`config.mk`:
```
export PLATFORM = sky130hd
export DESIGN_NAME = alu_operand_sequencer_flat
export DESIGN_NICKNAME = d
export VERILOG_FILES = /design/src/rtl/alu_operand_sequencer_if.sv /design/src/rtl/alu_operand_sequencer.sv /design/src/flat_wrapper.sv
export SDC_FILE = /design/constraint.sdc
export NUM_CORES = 1
export LEC_CHECK = 0
export CAP_MARGIN = 10
export CORE_MARGIN = 3
export CORE_UTILIZATION = 38
export CTS_CLUSTER_DIAMETER = 40
export DETAILED_ROUTE_END_ITERATION = 7
export GPL_TIMING_DRIVEN = 0
export PLACE_DENSITY_LB_ADDON = 0.3
export SYNTH_ARGS = -nofsm -noshare
export SYNTH_HDL_FRONTEND = slang
export SYNTH_SLANG_ARGS = --single-unit
export TNS_END_PERCENT = 20
```
`constraint.sdc`:
```
create_clock -name clk -period 2 [get_ports clk]
set_input_delay 0.3 -clock clk [delete_from_list [all_inputs] [get_ports clk]]
set_output_delay 0.3 -clock clk [all_outputs]
set_load 0.01 [all_outputs]
```
`src/rtl/alu_operand_sequencer_if.sv`:
```
// Operand bus from the sequencer to the combinational ALU and its operation units.
// Handshake: operands_valid is a level qualifier with no ready; a, b and op are stable whenever it is high.
interface alu_operand_sequencer_if #(
  parameter int width = 4,
  parameter int opw   = 4
);
  logic [width-1:0] a;
  logic [width-1:0] b;
  logic [opw-1:0]   op;
  logic             operands_valid;

  modport master (
    output a,
    output b,
    output op,
    output operands_valid
  );

  modport slave (
    input a,
    input b,
    input op,
    input operands_valid
  );
endinterface

```
`src/rtl/alu_operand_sequencer.sv`:
```
// Button-stepped loader for ALU operands: synchronizes and edge-detects two raw buttons,
// captures A, B and opcode from the switch bank, and counts executed operations.
module alu_operand_sequencer #(
  parameter int width = 4,
  parameter int opw   = 4
) (
  input  logic                 clk,
  input  logic                 rst_n,
  input  logic                 btn_next,
  input  logic                 btn_clear,
  input  logic [width-1:0]     sw,
  alu_operand_sequencer_if.master alu_bus,
  output logic [1:0]           state,
  output logic [7:0]           op_count
);

  typedef enum logic [1:0] {
    LOAD_A  = 2'b00,
    LOAD_B  = 2'b01,
    LOAD_OP = 2'b10,
    EXEC    = 2'b11
  } state_e;

  // Button synchronizers and edge detectors
  logic next_s1_q, next_s1_d;
  logic next_s2_q, next_s2_d;
  logic next_prev_q, next_prev_d;
  logic clear_s1_q, clear_s1_d;
  logic clear_s2_q, clear_s2_d;
  logic clear_prev_q, clear_prev_d;
  logic next_ev;
  logic clear_ev;

  // Sequencer state and operand registers
  state_e           state_q, state_d;
  logic [width-1:0] a_q, a_d;
  logic [width-1:0] b_q, b_d;
  logic [opw-1:0]   op_q, op_d;
  logic [7:0]       op_count_q, op_count_d;

  always_comb begin
    next_s1_d    = btn_next;
    next_s2_d    = next_s1_q;
    next_prev_d  = next_s2_q;
    clear_s1_d   = btn_clear;
    clear_s2_d   = clear_s1_q;
    clear_prev_d = clear_s2_q;
  end

  assign next_ev  = next_s2_q & ~next_prev_q;
  assign clear_ev = clear_s2_q & ~clear_prev_q;

  // Reset to 1 so a button held through reset release reads as already pressed.
  always_ff @(posedge clk or negedge rst_n) begin
    if (!rst_n) begin
      next_s1_q    <= 1'b1;
      next_s2_q    <= 1'b1;
      next_prev_q  <= 1'b1;
      clear_s1_q   <= 1'b1;
      clear_s2_q   <= 1'b1;
      clear_prev_q <= 1'b1;
    end else begin
      next_s1_q    <= next_s1_d;
      next_s2_q    <= next_s2_d;
      next_prev_q  <= next_prev_d;
      clear_s1_q   <= clear_s1_d;
      clear_s2_q   <= clear_s2_d;
      clear_prev_q <= clear_prev_d;
    end
  end

  always_comb begin
    state_d    = state_q;
    a_d        = a_q;
    b_d        = b_q;
    op_d       = op_q;
    op_count_d = op_count_q;

    if (clear_ev) begin
      // Clear takes priority; a coincident next event is dropped.
      state_d    = LOAD_A;
      a_d        = '0;
      b_d        = '0;
      op_d       = '0;
      op_count_d = 8'd0;
    end else if (next_ev) begin
      unique case (state_q)
        LOAD_A: begin
          a_d     = sw;
          state_d = LOAD_B;
        end
        LOAD_B: begin
          b_d     = sw;
          state_d = LOAD_OP;
        end
        LOAD_OP: begin
          op_d       = sw[opw-1:0];
          op_count_d = 8'(op_count_q + 8'd1);
          state_d    = EXEC;
        end
        EXEC: begin
          state_d = LOAD_A;
        end
        default: begin
          state_d = LOAD_A;
        end
      endcase
    end
  end

  always_ff @(posedge clk or negedge rst_n) begin
    if (!rst_n) begin
      state_q    <= LOAD_A;
      a_q        <= '0;
      b_q        <= '0;
      op_q       <= '0;
      op_count_q <= 8'd0;
    end else begin
      state_q    <= state_d;
      a_q        <= a_d;
      b_q        <= b_d;
      op_q       <= op_d;
      op_count_q <= op_count_d;
    end
  end

  assign alu_bus.a              = a_q;
  assign alu_bus.b              = b_q;
  assign alu_bus.op             = op_q;
  assign alu_bus.operands_valid = (state_q == EXEC);
  assign state                  = state_q;
  assign op_count               = op_count_q;

endmodule

```
`src/flat_wrapper.sv`:
```
// flat-port wrapper written by rule: the top's interface ports become plain ports
module alu_operand_sequencer_flat 
#(
  parameter int width = 4,
  parameter int opw   = 4
)
  (clk, rst_n, btn_next, btn_clear, sw, state, op_count, alu_bus_a, alu_bus_b, alu_bus_op, alu_bus_operands_valid);
  alu_operand_sequencer_if #(.width(width), .opw(opw)) alu_bus_i ();
  input  logic clk;
  input  logic rst_n;
  input  logic btn_next;
  input  logic btn_clear;
  input  logic [width-1:0] sw;
  output logic [1:0] state;
  output logic [7:0] op_count;
  output wire logic [$bits(alu_bus_i.a)-1:0] alu_bus_a;
  output wire logic [$bits(alu_bus_i.b)-1:0] alu_bus_b;
  output wire logic [$bits(alu_bus_i.op)-1:0] alu_bus_op;
  output wire logic [$bits(alu_bus_i.operands_valid)-1:0] alu_bus_operands_valid;
  assign alu_bus_a = alu_bus_i.a;
  assign alu_bus_b = alu_bus_i.b;
  assign alu_bus_op = alu_bus_i.op;
  assign alu_bus_operands_valid = alu_bus_i.operands_valid;
  alu_operand_sequencer #(.width(width), .opw(opw)) u_core (.clk(clk), .rst_n(rst_n), .btn_next(btn_next), .btn_clear(btn_clear), .sw(sw), .alu_bus(alu_bus_i), .state(state), .op_count(op_count));
endmodule
```
==> flow_metrics.py <==
metrics = {
    "outcome": {
        "status": "complete, no violations",
    },
    "floorplan": {
        "die_x_um": 61.6,
        "rows": 19,
        "coreArea_um2": 2850,
        "num_io_pins": 31,
        "initial_utilization_pct": 41.2,
        "fp.dieH_um": 61.6,
        "dieArea_um2": 3800,
    },
    "timing": {
        "rsz0062_at_grt": "no",
        "max_freq_mhz": 564,
        "tns_ns": 0,
        "slew_headroom_pct": 59.7,
        "period_minus_slack_ns": 1.77,
        "worstMarginPinSlew_ns": 0.604,
        "setup_viol_count_final": 0,
        "slew_violations": 0,
        "finalCritPeriodShare_pct": 88.7,
        "fin_skew_ns": 0.00332,
        "final-hold-violation-count": 0,
    },
    "yosys": {
        "yosysSeqAreaShare_pct": 60.2,
        "synthCells": 98,
        "synth-seq-cells": 28,
        "syn_avg_cell_area_um2": 12.0,
        "synth_warnings": 0,
        "ys_types": 20,
        "syn-cell-area_um2": 1180,
        "syn-num-nets": 111,
    },
    "cells_and_area": {
        "layout-drive-gt1-share_pct": 8.27,
        "antennaDiodeCount": 0,
        "nNetsFinal": 147,
        "multi_input_area_um2": 449,
        "syn_to_final_growth_pct": 32.3,
        "fill_cells": 268,
        "seq_area_um2": 708,
        "layout_common_cells": "clkdlybuf4s50_1, dfrtp_1, nor2_1, mux2i_1, dfstp_2",
        "final_common_cell": "clkdlybuf4s50_1",
        "final_cells": 164,
    },
    "worst_setup_path": {
        "regToRegSetupSlack_ns": 0.30,
        "critPathArrivalTime_ns": 1.47,
        "slowest_delay_ns": 0.54,
        "crit_type": "reg2out",
        "reg2reg_to": "u_core.op_count[7]",
        "crit_path_end": "alu_bus_operands_valid",
        "worst_setup_path_end_kind": "primary output",
        "critical_path.cell_chain": "ha_1 > clkdlybuf4s50_1",
        "worstSetupStartpointType": "flop",
        "worstReg2RegStart": "u_core.state[0]",
        "cp_slowest_cell": "clkdlybuf4s50_1",
        "path_max_fanout": 5,
        "reg2reg_depth": 5,
        "required_ns": 1.70,
        "crit_path_start": "u_core.state[1]",
    },
    "drt": {
        "wire_per_inst_um": 13.9,
        "drc": 0,
        "via_per_inst": 5.27,
        "drtAntennaViolNets": 0,
        "routed_wl_um": 2290,
        "drt_iter0_drc": 55,
        "num_vias": 865,
        "firstDrtPassIters": 4,
    },
    "global_routing": {
        "grt_pass1_vias": 921,
        "grt_max_degree": 29,
        "globalRoute.totalOverflow": 0,
        "grt_antenna_before_repair": 0,
        "grt_pass1_wl_um": 4150,
        "track_usage_pct": 14.9,
    },
    "clock_network": {
        "cts_buffers": 3,
        "root_buffer": "clkbuf_4",
        "cts.sinks": 28,
        "clk_latency_ns": 0.32,
        "htree_num_levels": 1,
        "clk_pin_slew_ns": 0.14,
        "cts_resized": 0,
        "max-clock-path-buffers": 2,
        "cts_tree": "built",
    },
    "pwr": {
        "leakagePower_uw": 0.000753,
        "ir_drop_uv": 492,
        "p_per_area_nw_per_um2": 784,
    },
    "place": {
        "port_buffers": 30,
        "dp_hpwl_um": 1620,
        "dpl.cell_count": 159,
        "place_congestion": 0.723,
    },
    "job": {
        "max_cap_violations": 0,
    },
    "min_path": {
        "hold_path_class": "in2reg",
    },
}
what timing repair did:
action,in CTS,in global routing
setup buffers,0,0
hold endpoints to repair,0,22
hold buffers,0,1
power breakdown:
group | total, uW | switching, uW | internal [uW]
clock network | 272 | 161 | 111
logic | 281 | 128 | 153
registers | 668 | 42.2 | 625
total | 1220 | 331 | 890
metrics by stage:
| step | util [%] | power, uW | setup WS, ns | hold WS, ns | instance area (um^2) |
|---|---|---|---|---|---|
| 2_1_floorplan | - | 803 | 0.443 | 0.00441 | 1180 |
| 3_3_place_gp | 53.1 | 955 | 0.202 | 0.346 | 1520 |
| 3_5_place_dp | 53.1 | 963 | 0.177 | 0.347 | 1520 |
| 4_1_cts | 54.4 | 1240 | 0.196 | 0.347 | 1550 |
| 5_1_grt | 54.6 | 1300 | 0.108 | 0.343 | 1560 |
| 6_report | 54.6 | 1220 | 0.227 | 0.361 | 1560 |
registers in the layout (all words and copies together), names as in the netlist, 2 cells and up:
register,count
u_core.op_count,8
u_core.alu_bus.op,4
u_core.alu_bus.a,4
u_core.alu_bus.b,4
u_core.state,2
worst max-delay path: cells and delay by family (launching register included):
family	cells	cell delay (ns)
buffers and inverters	1	0.54
adder cells (fa/ha/maj)	1	0.17
flip-flops	1	0.44
layer usage:
metal	GRT usage, %	share of wire, %	vias up
li1	-	-	413
met1	20.3	46	417
met2	23.8	47	33
met3	4.40	5.9	2
met4	2.73	0.44	0
met5	0	0	-
how the worst min path moves through the flow:
stage	slack (ns)	to	cells past startpoint	start
2_1_floorplan	0.004	u_core.alu_bus.a[0]	0	rst_n
3_3_place_gp	0.35	u_core.next_prev_d	0	u_core.next_s1_q
3_5_place_dp	0.35	u_core.clear_prev_d	0	u_core.clear_s1_q
4_1_cts	0.35	u_core.next_s1_q	1	btn_next
5_1_grt	0.34	u_core.next_s1_q	1	btn_next
6_report	0.36	u_core.next_s1_q	1	btn_next
area by class of cell:
class                   count  share of cell area, %
multi-input cells          65                   28.9
well taps                  31                   2.49
inverters                   2                  0.482
clock buffers               4                   2.33
repair buffers             31                   19.6
flip-flops and latches     28                   45.5
plain buffers               3                  0.723
synth_stat cells:
cell type | n | area [um^2]
dfrtp_1 | 22 | 551
nor2_1 | 16 | 60.1
mux2i_1 | 14 | 140
dfstp_2 | 6 | 158
a21oi_1 | 5 | 25.0
ha_1 | 5 | 62.6
clkbuf_1 | 3 | 11.3
nand2_1 | 3 | 11.3
nand3b_1 | 3 | 22.5
nand4_1 | 3 | 18.8
o21ai_0 | 3 | 15.0
or3_1 | 3 | 18.8
inv_1 | 2 | 7.51
o31ai_1 | 2 | 15.0
or4_1 | 2 | 15.0
xor2_1 | 2 | 17.5
a31oi_1 | 1 | 6.26
nand2b_1 | 1 | 6.26
nand4b_1 | 1 | 8.76
nor2b_1 | 1 | 6.26
cells by family after synthesis:
group,Yosys count,share of synthesized area (%)
fa+ha+maj,5,5.32
xor+xnor,2,1.49
buf+inv,5,1.60
compound gates,11,5.21
mux,14,11.9
simple gates,33,14.3
flops,28,60.2
(Power assumes the default switching activity.)
